`config.mk`:
```
export PLATFORM = sky130hd
export DESIGN_NAME = load_store_unit
export DESIGN_NICKNAME = d
export VERILOG_FILES = /design/src/rtl/lsu_pkg.sv /design/src/rtl/lsu_align.sv /design/src/rtl/load_store_unit.sv
export SDC_FILE = /design/constraint.sdc
export NUM_CORES = 1
export LEC_CHECK = 0
export ABC_AREA = 1
export CAP_MARGIN = 30
export CELL_PAD_IN_SITES_DETAIL_PLACEMENT = 1
export CELL_PAD_IN_SITES_GLOBAL_PLACEMENT = 1
export CORE_MARGIN = 2
export CORE_UTILIZATION = 31
export DETAILED_ROUTE_END_ITERATION = 10
export PLACE_DENSITY_LB_ADDON = 0.1
export SETUP_SLACK_MARGIN = 0.1
export SLEW_MARGIN = 20
export SYNTH_ARGS = -nofsm -noshare
export SYNTH_HDL_FRONTEND = slang
export SYNTH_SLANG_ARGS = --single-unit
```
`constraint.sdc`:
```
create_clock -name clk -period 4.2 [get_ports clk]
set_input_delay 1.26 -clock clk [delete_from_list [all_inputs] [get_ports clk]]
set_output_delay 1.26 -clock clk [all_outputs]
set_load 0.01 [all_outputs]
```
`src/rtl/lsu_pkg.sv`:
```
// Shared definitions for the load/store unit: RV32I funct3 width codes,
// the FSM state type and the default data width.
package lsu_pkg;

  localparam int LSU_DATA_W = 32;

  localparam logic [2:0] F3_B  = 3'b000;
  localparam logic [2:0] F3_H  = 3'b001;
  localparam logic [2:0] F3_W  = 3'b010;
  localparam logic [2:0] F3_BU = 3'b100;
  localparam logic [2:0] F3_HU = 3'b101;

  typedef enum logic {
    IDLE  = 1'b0,
    WRITE = 1'b1
  } lsu_state_t;

endpackage

```
`src/rtl/lsu_align.sv`:
```
// Combinational lane logic for the load/store unit: load lane extract with
// sign/zero extension, store lane merge into the current RAM word, and
// illegal-code / misalignment detection. Misaligned low address bits are
// simply ignored here (H uses addr[1], W uses the whole word); whether a
// misalignment traps is decided by the top module.
module lsu_align
  import lsu_pkg::*;
(
  input  logic [2:0]  funct3_i,
  input  logic        store_i,
  input  logic [1:0]  addr_lo_i,
  input  logic [31:0] wdata_i,
  input  logic [31:0] rd_i,
  output logic [31:0] load_o,
  output logic [31:0] merge_o,
  output logic        illegal_o,
  output logic        misalign_o
);

  logic [7:0]  byte_lane;
  logic [15:0] half_lane;
  logic        is_half;

  assign is_half = (funct3_i[1:0] == 2'b01);

  // Pick the addressed byte and halfword out of the RAM word (little-endian).
  always_comb begin
    byte_lane = rd_i[7:0];
    case (addr_lo_i)
      2'd0: byte_lane = rd_i[7:0];
      2'd1: byte_lane = rd_i[15:8];
      2'd2: byte_lane = rd_i[23:16];
      2'd3: byte_lane = rd_i[31:24];
      default: byte_lane = rd_i[7:0];
    endcase
    half_lane = addr_lo_i[1] ? rd_i[31:16] : rd_i[15:0];
  end

  // Extend the selected lane to a full word according to the load type.
  always_comb begin
    load_o = 32'h0;
    case (funct3_i)
      F3_B:    load_o = {{24{byte_lane[7]}}, byte_lane};
      F3_BU:   load_o = {24'h0, byte_lane};
      F3_H:    load_o = {{16{half_lane[15]}}, half_lane};
      F3_HU:   load_o = {16'h0, half_lane};
      F3_W:    load_o = rd_i;
      default: load_o = 32'h0;
    endcase
  end

  // Replace the addressed store lane of the current RAM word with wdata.
  always_comb begin
    merge_o = rd_i;
    if (is_half) begin
      if (addr_lo_i[1]) merge_o[31:16] = wdata_i[15:0];
      else              merge_o[15:0]  = wdata_i[15:0];
    end else begin
      case (addr_lo_i)
        2'd0: merge_o[7:0]   = wdata_i[7:0];
        2'd1: merge_o[15:8]  = wdata_i[7:0];
        2'd2: merge_o[23:16] = wdata_i[7:0];
        2'd3: merge_o[31:24] = wdata_i[7:0];
        default: merge_o = rd_i;
      endcase
    end
  end

  // Unsigned codes exist only for loads; everything else outside B/H/W is illegal.
  always_comb begin
    illegal_o = 1'b1;
    case (funct3_i)
      F3_B, F3_H, F3_W: illegal_o = 1'b0;
      F3_BU, F3_HU:     illegal_o = store_i;
      default:          illegal_o = 1'b1;
    endcase
    misalign_o = (is_half && addr_lo_i[0]) ||
                 ((funct3_i == F3_W) && (addr_lo_i != 2'b00));
  end

endmodule

```
`src/rtl/load_store_unit.sv`:
```
// Load/store unit between the RV32I execute stage and a word-wide RAM with
// asynchronous read and a single word write enable. Loads and SW finish in
// one cycle; SB/SH do a registered read-modify-write through the WRITE state.
// Optional feature macro: LSU_MISALIGN_TRAP_EN (trap misaligned accesses and
// flag illegal funct3 on err; otherwise err is 0 and low address bits are
// ignored).
module load_store_unit
  import lsu_pkg::*;
#(
  parameter int ADDR_W = 32,
  parameter int DATA_W = LSU_DATA_W
) (
  input  logic              clk,
  input  logic              rst,
  input  logic              req,
  input  logic              store,
  input  logic [2:0]        funct3,
  input  logic [ADDR_W-1:0] addr,
  input  logic [DATA_W-1:0] wdata,
  output logic [DATA_W-1:0] rdata,
  output logic              done,
  output logic              busy,
  output logic              err,
  output logic [ADDR_W-1:0] mem_addr,
  output logic [DATA_W-1:0] mem_wd,
  output logic              mem_we,
  input  logic [DATA_W-1:0] mem_rd
);

  lsu_state_t        state_q;
  logic [DATA_W-1:0] rdata_q;
  logic [DATA_W-1:0] merge_q;
  logic [ADDR_W-3:0] waddr_q;
  logic              done_q;

  logic [DATA_W-1:0] load_d;
  logic [DATA_W-1:0] merge_d;
  logic              illegal;
  logic              misalign;
  logic              fault;
  logic              accept;
  logic              sw_now;

  lsu_align u_align (
    .funct3_i   (funct3),
    .store_i    (store),
    .addr_lo_i  (addr[1:0]),
    .wdata_i    (wdata),
    .rd_i       (mem_rd),
    .load_o     (load_d),
    .merge_o    (merge_d),
    .illegal_o  (illegal),
    .misalign_o (misalign)
  );

`ifdef LSU_MISALIGN_TRAP_EN
  logic err_q;
  assign fault = illegal | misalign;
  assign err   = err_q;
`else
  logic unused_misalign;
  assign unused_misalign = misalign;
  assign fault = illegal;
  assign err   = 1'b0;
`endif

  assign accept = (state_q == IDLE) && req;
  assign sw_now = accept && store && !fault && (funct3 == F3_W);

  // RAM side: the WRITE state replays the held word address and merged data;
  // reset gates the enable so no write can land on a reset edge.
  always_comb begin
    mem_addr = {2'b00, addr[ADDR_W-1:2]};
    mem_wd   = wdata;
    if (state_q == WRITE) begin
      mem_addr = {2'b00, waddr_q};
      mem_wd   = merge_q;
    end
    mem_we = !rst && ((state_q == WRITE) || sw_now);
  end

  assign rdata = rdata_q;
  assign done  = done_q;
  assign busy  = (state_q == WRITE);

  // Request FSM with registered completion, load result and RMW merge word.
  always_ff @(posedge clk or posedge rst) begin
    if (rst) begin
      state_q <= IDLE;
      rdata_q <= '0;
      merge_q <= '0;
      waddr_q <= '0;
      done_q  <= 1'b0;
`ifdef LSU_MISALIGN_TRAP_EN
      err_q   <= 1'b0;
`endif
    end else begin
      done_q <= 1'b0;
`ifdef LSU_MISALIGN_TRAP_EN
      err_q  <= 1'b0;
`endif
      case (state_q)
        IDLE: begin
          if (req) begin
            waddr_q <= addr[ADDR_W-1:2];
            done_q  <= 1'b1;
            if (fault) begin
              rdata_q <= '0;
`ifdef LSU_MISALIGN_TRAP_EN
              err_q   <= 1'b1;
`endif
            end else if (!store) begin
              rdata_q <= load_d;
            end else if (funct3 != F3_W) begin
              // Sub-word store: capture the merged word, finish next cycle.
              merge_q <= merge_d;
              done_q  <= 1'b0;
              state_q <= WRITE;
            end
          end
        end
        WRITE: begin
          done_q  <= 1'b1;
          state_q <= IDLE;
        end
        default: state_q <= IDLE;
      endcase
    end
  end

endmodule

```
==> results of run 1 <==
-- path summary, 6_finish.rpt --
check / endpoint / slack [ps] / depth (start not counted)
min reg2reg: merge_q[14] / 480 / 2
min: merge_q[14] / 480 / 2
max: mem_wd[7] / 140 / 5
min in group asynchronous: rdata[4] / 1400 / 2
max reg2reg: merge_q[15] / 1830 / 7
max in group asynchronous: waddr_q[17] / 2070 / 3
-- cells in the final DEF (no fill, tap or decap), drive strengths merged, types with 3 or more instances in the layout --
cell           netlist  routed
a21oi               27      27
buf                 38      30
clkbuf              21      10
clkdlybuf4s50        0     197
conb                 1       3
dfrtp               96      96
inv                 93      94
nand2              402     402
nand3               54      54
nor2                59      59
o211ai               7       7
o21ai              143     143
o22ai                8       8
-- registers in the layout, summed over array words and instances, names as in the netlist --
name,flops
merge_q,32
waddr_q,30
rdata,32
busy,1
done,1
-- final cells by class --
| type | count | share of cell area [%] |
|---|---|---|
| Timing Repair Buffer | 229 | 25.7 |
| Tap cell | 265 | 3.84 |
| Inverter | 93 | 4.07 |
| Clock buffer | 10 | 2.65 |
| Multi-Input combinational cell | 704 | 34.9 |
| Sequential cell | 96 | 27.8 |
| Clock inverter | 6 | 1.07 |
-- per-stage QoR --
stage	utilization (%)	hold WS (ps)	total power [W]	worst slack (ps)	area, sq um
after detailed placement	43.2	464	0.00186	89.8	8320
after global placement	43.2	464	0.00184	136	8320
after global routing	44.9	506	0.00292	102	8640
after floorplan	-	449	0.00147	435	6050
final	44.9	481	0.00276	145	8640
after CTS	44.8	485	0.00279	116	8640
-- repair_timing --
action,4_1_cts,5_1_grt
hold buffers,0,0
endpoints found under the hold margin,0,0
gates resized for setup,1,2
endpoints found under the setup margin,1,1
-- routing by layer --
layer / share of wire (%) / vias to the layer above
met3: 5.7 / 31
met4: 2.2 / 0
met5: 0 / -
li1: - / 3335
met2: 47 / 191
met1: 46 / 3167
-- cells in the mapped netlist --
master and instances:
sky130_fd_sc_hd__nand2_1 399, sky130_fd_sc_hd__o21ai_0 131, sky130_fd_sc_hd__dfrtp_1 96, sky130_fd_sc_hd__inv_1 85
sky130_fd_sc_hd__nor2_1 54, sky130_fd_sc_hd__nand3_1 53, sky130_fd_sc_hd__a21oi_1 27, sky130_fd_sc_hd__buf_2 27
sky130_fd_sc_hd__clkbuf_1 21, sky130_fd_sc_hd__o21ai_1 11, sky130_fd_sc_hd__inv_2 8, sky130_fd_sc_hd__o22ai_1 8
sky130_fd_sc_hd__buf_4 7, sky130_fd_sc_hd__o211ai_1 7, sky130_fd_sc_hd__buf_1 3, sky130_fd_sc_hd__nand2_2 3
sky130_fd_sc_hd__nor2_2 3, sky130_fd_sc_hd__nor2_4 2, sky130_fd_sc_hd__buf_6 1, sky130_fd_sc_hd__conb_1 1
sky130_fd_sc_hd__nand3_2 1, sky130_fd_sc_hd__nand4_1 1, sky130_fd_sc_hd__o21ai_2 1
-- worst min-delay path, cell delays in order, from the launching register on --
cell,delay [ps]
sky130_fd_sc_hd__dfrtp_1,350
sky130_fd_sc_hd__nand2_1,50
sky130_fd_sc_hd__nand2_1,50
-- logic make-up (layout without fill, tap and decap cells) --
kind of cell,after synthesis,in the layout
buffers and inverters,152,338
AOI/OAI and AO/OA,185,185
and+or+nand+nor,516,516
DFF,96,96
other,1,3
-- where the power goes --
| part | internal (W) | switching, W |
|---|---|---|
| logic | 0.000337 | 0.000380 |
| registers | 0.00105 | 0.0000688 |
| clock network | 0.000526 | 0.000395 |
==> results.yml, run 1 <==
status:
  result_of_the_run: "finished, final reports clean"
final_layout:
  antennaDiodeCount: 0
  nets: 1236
  fin_cells: 1403
  seq_area_sq_um: 2400
  syn_to_final_growth_pct: 43.0
  multiInputGateArea_sq_um: 3010
  fillerInstances: 2532
  post_route_cells_drive_above_1_share_pct: 5.89
global_route:
  number_of_antenna_violations_at_the_first_check_in_global_routing: 0
  grt.overflow.total: 0
  grt_use_total_pct: 23.3
  grt_max_degree: 61
  highest_utilization_routing_layer_at_the_global_route_stage: "met2"
  met1_usage_pct: 31.4
  met2_usage_pct: 38.5
  grt_pass1_vias: 6732
  first_pass_grt_wire_length_microns: 36900
  grt_use_met3_pct: 3.90
timing:
  finalCriticalPeriod_ps: 4060
  setup_viol: 0
  largest_clock_skew_in_the_final_design_ps: 6.55
  slew_violations: 0
  max_freq_ghz: 0.247
  slew-limit-headroom_pct: 55.4
  report.final.hold_viol_count: 0
  finalCritPeriodShare_pct: 96.6
  rsz_0062_raised_after_global_routing: "no"
  worstMarginPinSlew_ps: 669
  finalSetupTns_ps: 0
floorplanning:
  dieWidth_microns: 144
  io-pin-count: 203
  floorplan.initialDensity_pct: 31.4
  core-area_sq_um: 19300
  floorplan.die.height_microns: 144
  floorplan.die_area_sq_um: 20600
  floorplan.rows: 51
setup_path:
  timing.critical_path.required_ps: 2940
  crit_slowest_cell: "sky130_fd_sc_hd__clkdlybuf4s50_1"
  r2r_start: "busy"
  timing.critical_path.arrival_ps: 2800
  timing.critical_path.max_delay_family: "buffers and inverters"
  critical_path_buf_inv_count: 4
  largest_fanout_on_the_critical_path: 3
  crit_path_start: "wdata[7]"
  end_kind: "output port"
  worstSetupStartpointType: "primary input"
  timing_worst_setup_path_type: "in -> out"
  critical_path.cell_chain: "clkdlybuf4s50_1 > inv_1 > o21ai_0 > buf_4 > clkdlybuf4s50_1"
  slowest_delay_ps: 560
  path_common_cell: "sky130_fd_sc_hd__clkdlybuf4s50_1"
cts:
  clock_sink_count: 96
  clk_root_buffer_cell: "sky130_fd_sc_hd__clkbuf_16"
  ctsHtreeMaxLevel: 3
  cts_tree: "yes"
  clockBufferDepth: 2
  cts_setup_buffers: 0
  clk_transition_reported_paths_ps: 70
  insertion_delay_ps: 350
  numCtsBuffers: 9
worst_hold_path:
  min-delay-start: "merge_q[14]"
  hold_path.class: "reg -> reg"
routing:
  dr_total_vias: 6724
  drtIter0Drc: 268
  drc_errors: 0
  post_drt_wl_per_cell_microns: 16.9
  wl_microns: 23700
  route.antenna.remaining_nets: 0
  detail_route.first_pass.iterations: 4
  post_drt_via_cell_ratio: 4.79
synthesis:
  synthTopCellsByArea: "sky130_fd_sc_hd__dfrtp_1 40%, sky130_fd_sc_hd__nand2_1 25%, sky130_fd_sc_hd__o21ai_0 11%"
  netlist.top_cell.by_area: "sky130_fd_sc_hd__dfrtp_1"
  synth_cell_type_count: 23
  synthMuxAreaShare_pct: 0
  yosys.area_share.simple_pct: 33.8
  synth_top_family_by_area: "simple AND/OR/NAND/NOR gates"
  syn-mean-instance-area_sq_um: 6.36
  yosys.area_share.adder_pct: 0
  yosys.area.top_type_share_pct: 39.8
  postSynthRegisterBits: 96
  synth_xor_xnor_area_share_pct: 0
  synth-compound-area-share_pct: 15.8
  syn_inst: 950
  post_synth_instance_area_sq_um: 6040
  synth-seq-area-share_pct: 39.8
  ys_warn_count: 0
placed_design:
  place.port_buffers: 199
  gp_congestion: 0.851
  dp_hpwl_microns: 18100
  place.detailed.instances: 1387
power:
  power.leakage_nw: 4.25
  vdd.ir_drop.worst_mv: 0.198
  powerDensity_nw_per_um2: 319
job:
  max_cap_viol_count: 0
No activity file was read; power rests on OpenSTA's default activity.
==> inputs of run 2 (changes only) <==
clock period = 3.8 ns   (was 4.2 ns; I/O delays follow)
==> run 2 against run 1 <==
Design area rose by 0.84%. Clock skew about the same. Highest routed layer unchanged. Largest power group unchanged. Die area unchanged. Clock-buffer cell count grew 2. Worst hold slack worse by 3.1 ps. Power increased by 11%. Largest cell class unchanged. Utilization grew 0.38 points.
==> results.yml, run 2 (synthesis gave the netlist of run 1 again) <==
status:
  result_of_the_run: "finished, final reports clean"
global_route:
  met1_usage_pct: 29.9
  grt_max_degree: 67
  grt_pass1_vias: 6570
  grt_use_met3_pct: 3.27
  grt.overflow.total: 0
  first_pass_grt_wire_length_microns: 36000
  met2_usage_pct: 37.5
  highest_utilization_routing_layer_at_the_global_route_stage: "met2"
  number_of_antenna_violations_at_the_first_check_in_global_routing: 0
  grt_use_total_pct: 22.7
placed_design:
  dp_hpwl_microns: 17900
  place_ws_ps: -29.5
  gp_congestion: 0.859
  place.port_buffers: 199
  detailed_place.area_sq_um: 8400
cts:
  numCtsBuffers: 9
  ctsHtreeMaxLevel: 3
  clk_root_buffer_cell: "sky130_fd_sc_hd__clkbuf_16"
  clock_sink_count: 96
  insertion_delay_ps: 360
  clockBufferDepth: 2
  cts_setup_buffers: 0
  clk_transition_reported_paths_ps: 70
  cts_tree: "yes"
timing:
  setup_viol: 0
  max_freq_ghz: 0.273
  slew_violations: 0
  rsz_0062_raised_after_global_routing: "no"
  largest_clock_skew_in_the_final_design_ps: 6.61
  finalCritPeriodShare_pct: 96.2
  report.final.hold_viol_count: 0
  slew-limit-headroom_pct: 57.1
  finalCriticalPeriod_ps: 3660
  worstMarginPinSlew_ps: 642
  finalSetupTns_ps: 0
  setup_slack_ps: 143
worst_hold_path:
  hold-path-cell-count: 2
  min-delay-start: "merge_q[11]"
  hold_path.class: "reg -> reg"
  whs_endpoint: "merge_q[11]"
setup_path:
  end_kind: "output port"
  worstSetupStartpointType: "primary input"
  r2r_start: "busy"
  largest_fanout_on_the_critical_path: 2
  timing.critical_path.arrival_ps: 2520
  reg2reg_slack_ps: 1620
  worst_r2r_endpoint: "merge_q[15]"
  timing.critical_path.required_ps: 2660
  timing_worst_setup_path_type: "in -> out"
  reg2regPathDepth: 6
final_layout:
  commonest_non_fill_non_tap_cell_in_the_layout: "sky130_fd_sc_hd__nand2_1"
  post_route_cells_drive_above_1_share_pct: 6.38
  antennaDiodeCount: 0
  syn_to_final_growth_pct: 44.2
  fillerInstances: 2529
  nets: 1244
  seq_area_sq_um: 2400
  layout_common_cells: "398 x sky130_fd_sc_hd__nand2_1, 190 x sky130_fd_sc_hd__clkdlybuf4s50_1, 130 x sky130_fd_sc_hd__o21ai_0, 95 x sky130_fd_sc_hd__dfrtp_1, 84 x sky130_fd_sc_hd__inv_1"
  multiInputGateArea_sq_um: 3010
  finalInstanceArea_sq_um: 8720
routing:
  wl_microns: 23400
  drc_errors: 0
  post_drt_wl_per_cell_microns: 16.6
  drtIter0Drc: 223
  dr_total_vias: 6686
  detail_route.first_pass.iterations: 5
  route.antenna.remaining_nets: 0
  post_drt_via_cell_ratio: 4.74
floorplanning:
  floorplan.die.height_microns: 144
  floorplan.rows: 51
  floorplan.initialDensity_pct: 31.4
  floorplan.die_area_sq_um: 20600
  dieWidth_microns: 144
  io-pin-count: 203
  core-area_sq_um: 19300
power:
  power.leakage_nw: 4.31
  internal_pwr_total_w: 0.00215
  powerDensity_nw_per_um2: 351
  vdd.ir_drop.worst_mv: 0.215
  power.sequential.fraction_pct: 40.3
  p_switching_w: 0.000912
  comb_power_share_pct: 26.2
  share_clk_of_total_power_pct: 33.5
  switching_share_pct: 29.8
job:
  max_cap_viol_count: 0
-- run 2: per-stage QoR --
stage                     power [W]  util, %  hold WS, ps  instances
after floorplan             0.00163        -          449        952
after global placement      0.00205     43.6          464       1395
after detailed placement    0.00206     43.6          466       1395
after CTS                   0.00310     45.2          486       1410
after global routing        0.00323     45.2          507       1410
final                       0.00306     45.2          478       1410
-- run 2: worst max-delay path by stage --
| stage | from | end | slack (ps) | depth (start not counted) |
|---|---|---|---|---|
| finish | wdata[0] | mem_wd[0] | 140 | 5 |
| global route | wdata[0] | mem_wd[0] | 120 | 5 |
| CTS | funct3[0] | mem_we | 30 | 7 |
| detailed placement | wdata[7] | mem_wd[7] | -30 | 5 |
| global placement | wdata[4] | mem_wd[4] | -10 | 4 |
| floorplan | rst | busy | 150 | 1 |
-- run 2: area by class of cell --
class | instances | share of cell area, %
Sequential cell | 96 | 27.6
Clock buffer | 12 | 2.94
Timing Repair Buffer | 237 | 26.3
Clock inverter | 3 | 0.746
Multi-Input combinational cell | 704 | 34.6
Tap cell | 265 | 3.80
Inverter | 93 | 4.03
-- run 2: per-layer routing --
layer	wire length, microns	vias up
li1	-	3359
met1	10700	3129
met2	10800	165
met3	1170	33
met4	755	0
met5	0	-
-- run 2: power groups by stage --
stage,registers (W),logic [W],clock network [W]
global route,0.00125,0.000893,0.00109
detailed placement,0.00125,0.000811,0
CTS,0.00124,0.000814,0.00105
finish,0.00123,0.000801,0.00103
global placement,0.00125,0.000798,0
floorplan,0.00125,0.000376,0
-- run 2: repair_timing --
| action | CTS | global route |
|---|---|---|
| hold buffers | 0 | 0 |
| resized for setup | 9 | 1 |
| setup endpoints to repair | 8 | 1 |
-- run 2: worst max-delay path, stage by stage --
cell	delay (ps)
sky130_fd_sc_hd__clkdlybuf4s50_1	480
sky130_fd_sc_hd__inv_1	70
sky130_fd_sc_hd__o21ai_0	150
sky130_fd_sc_hd__buf_4	140
sky130_fd_sc_hd__clkdlybuf4s50_1	540
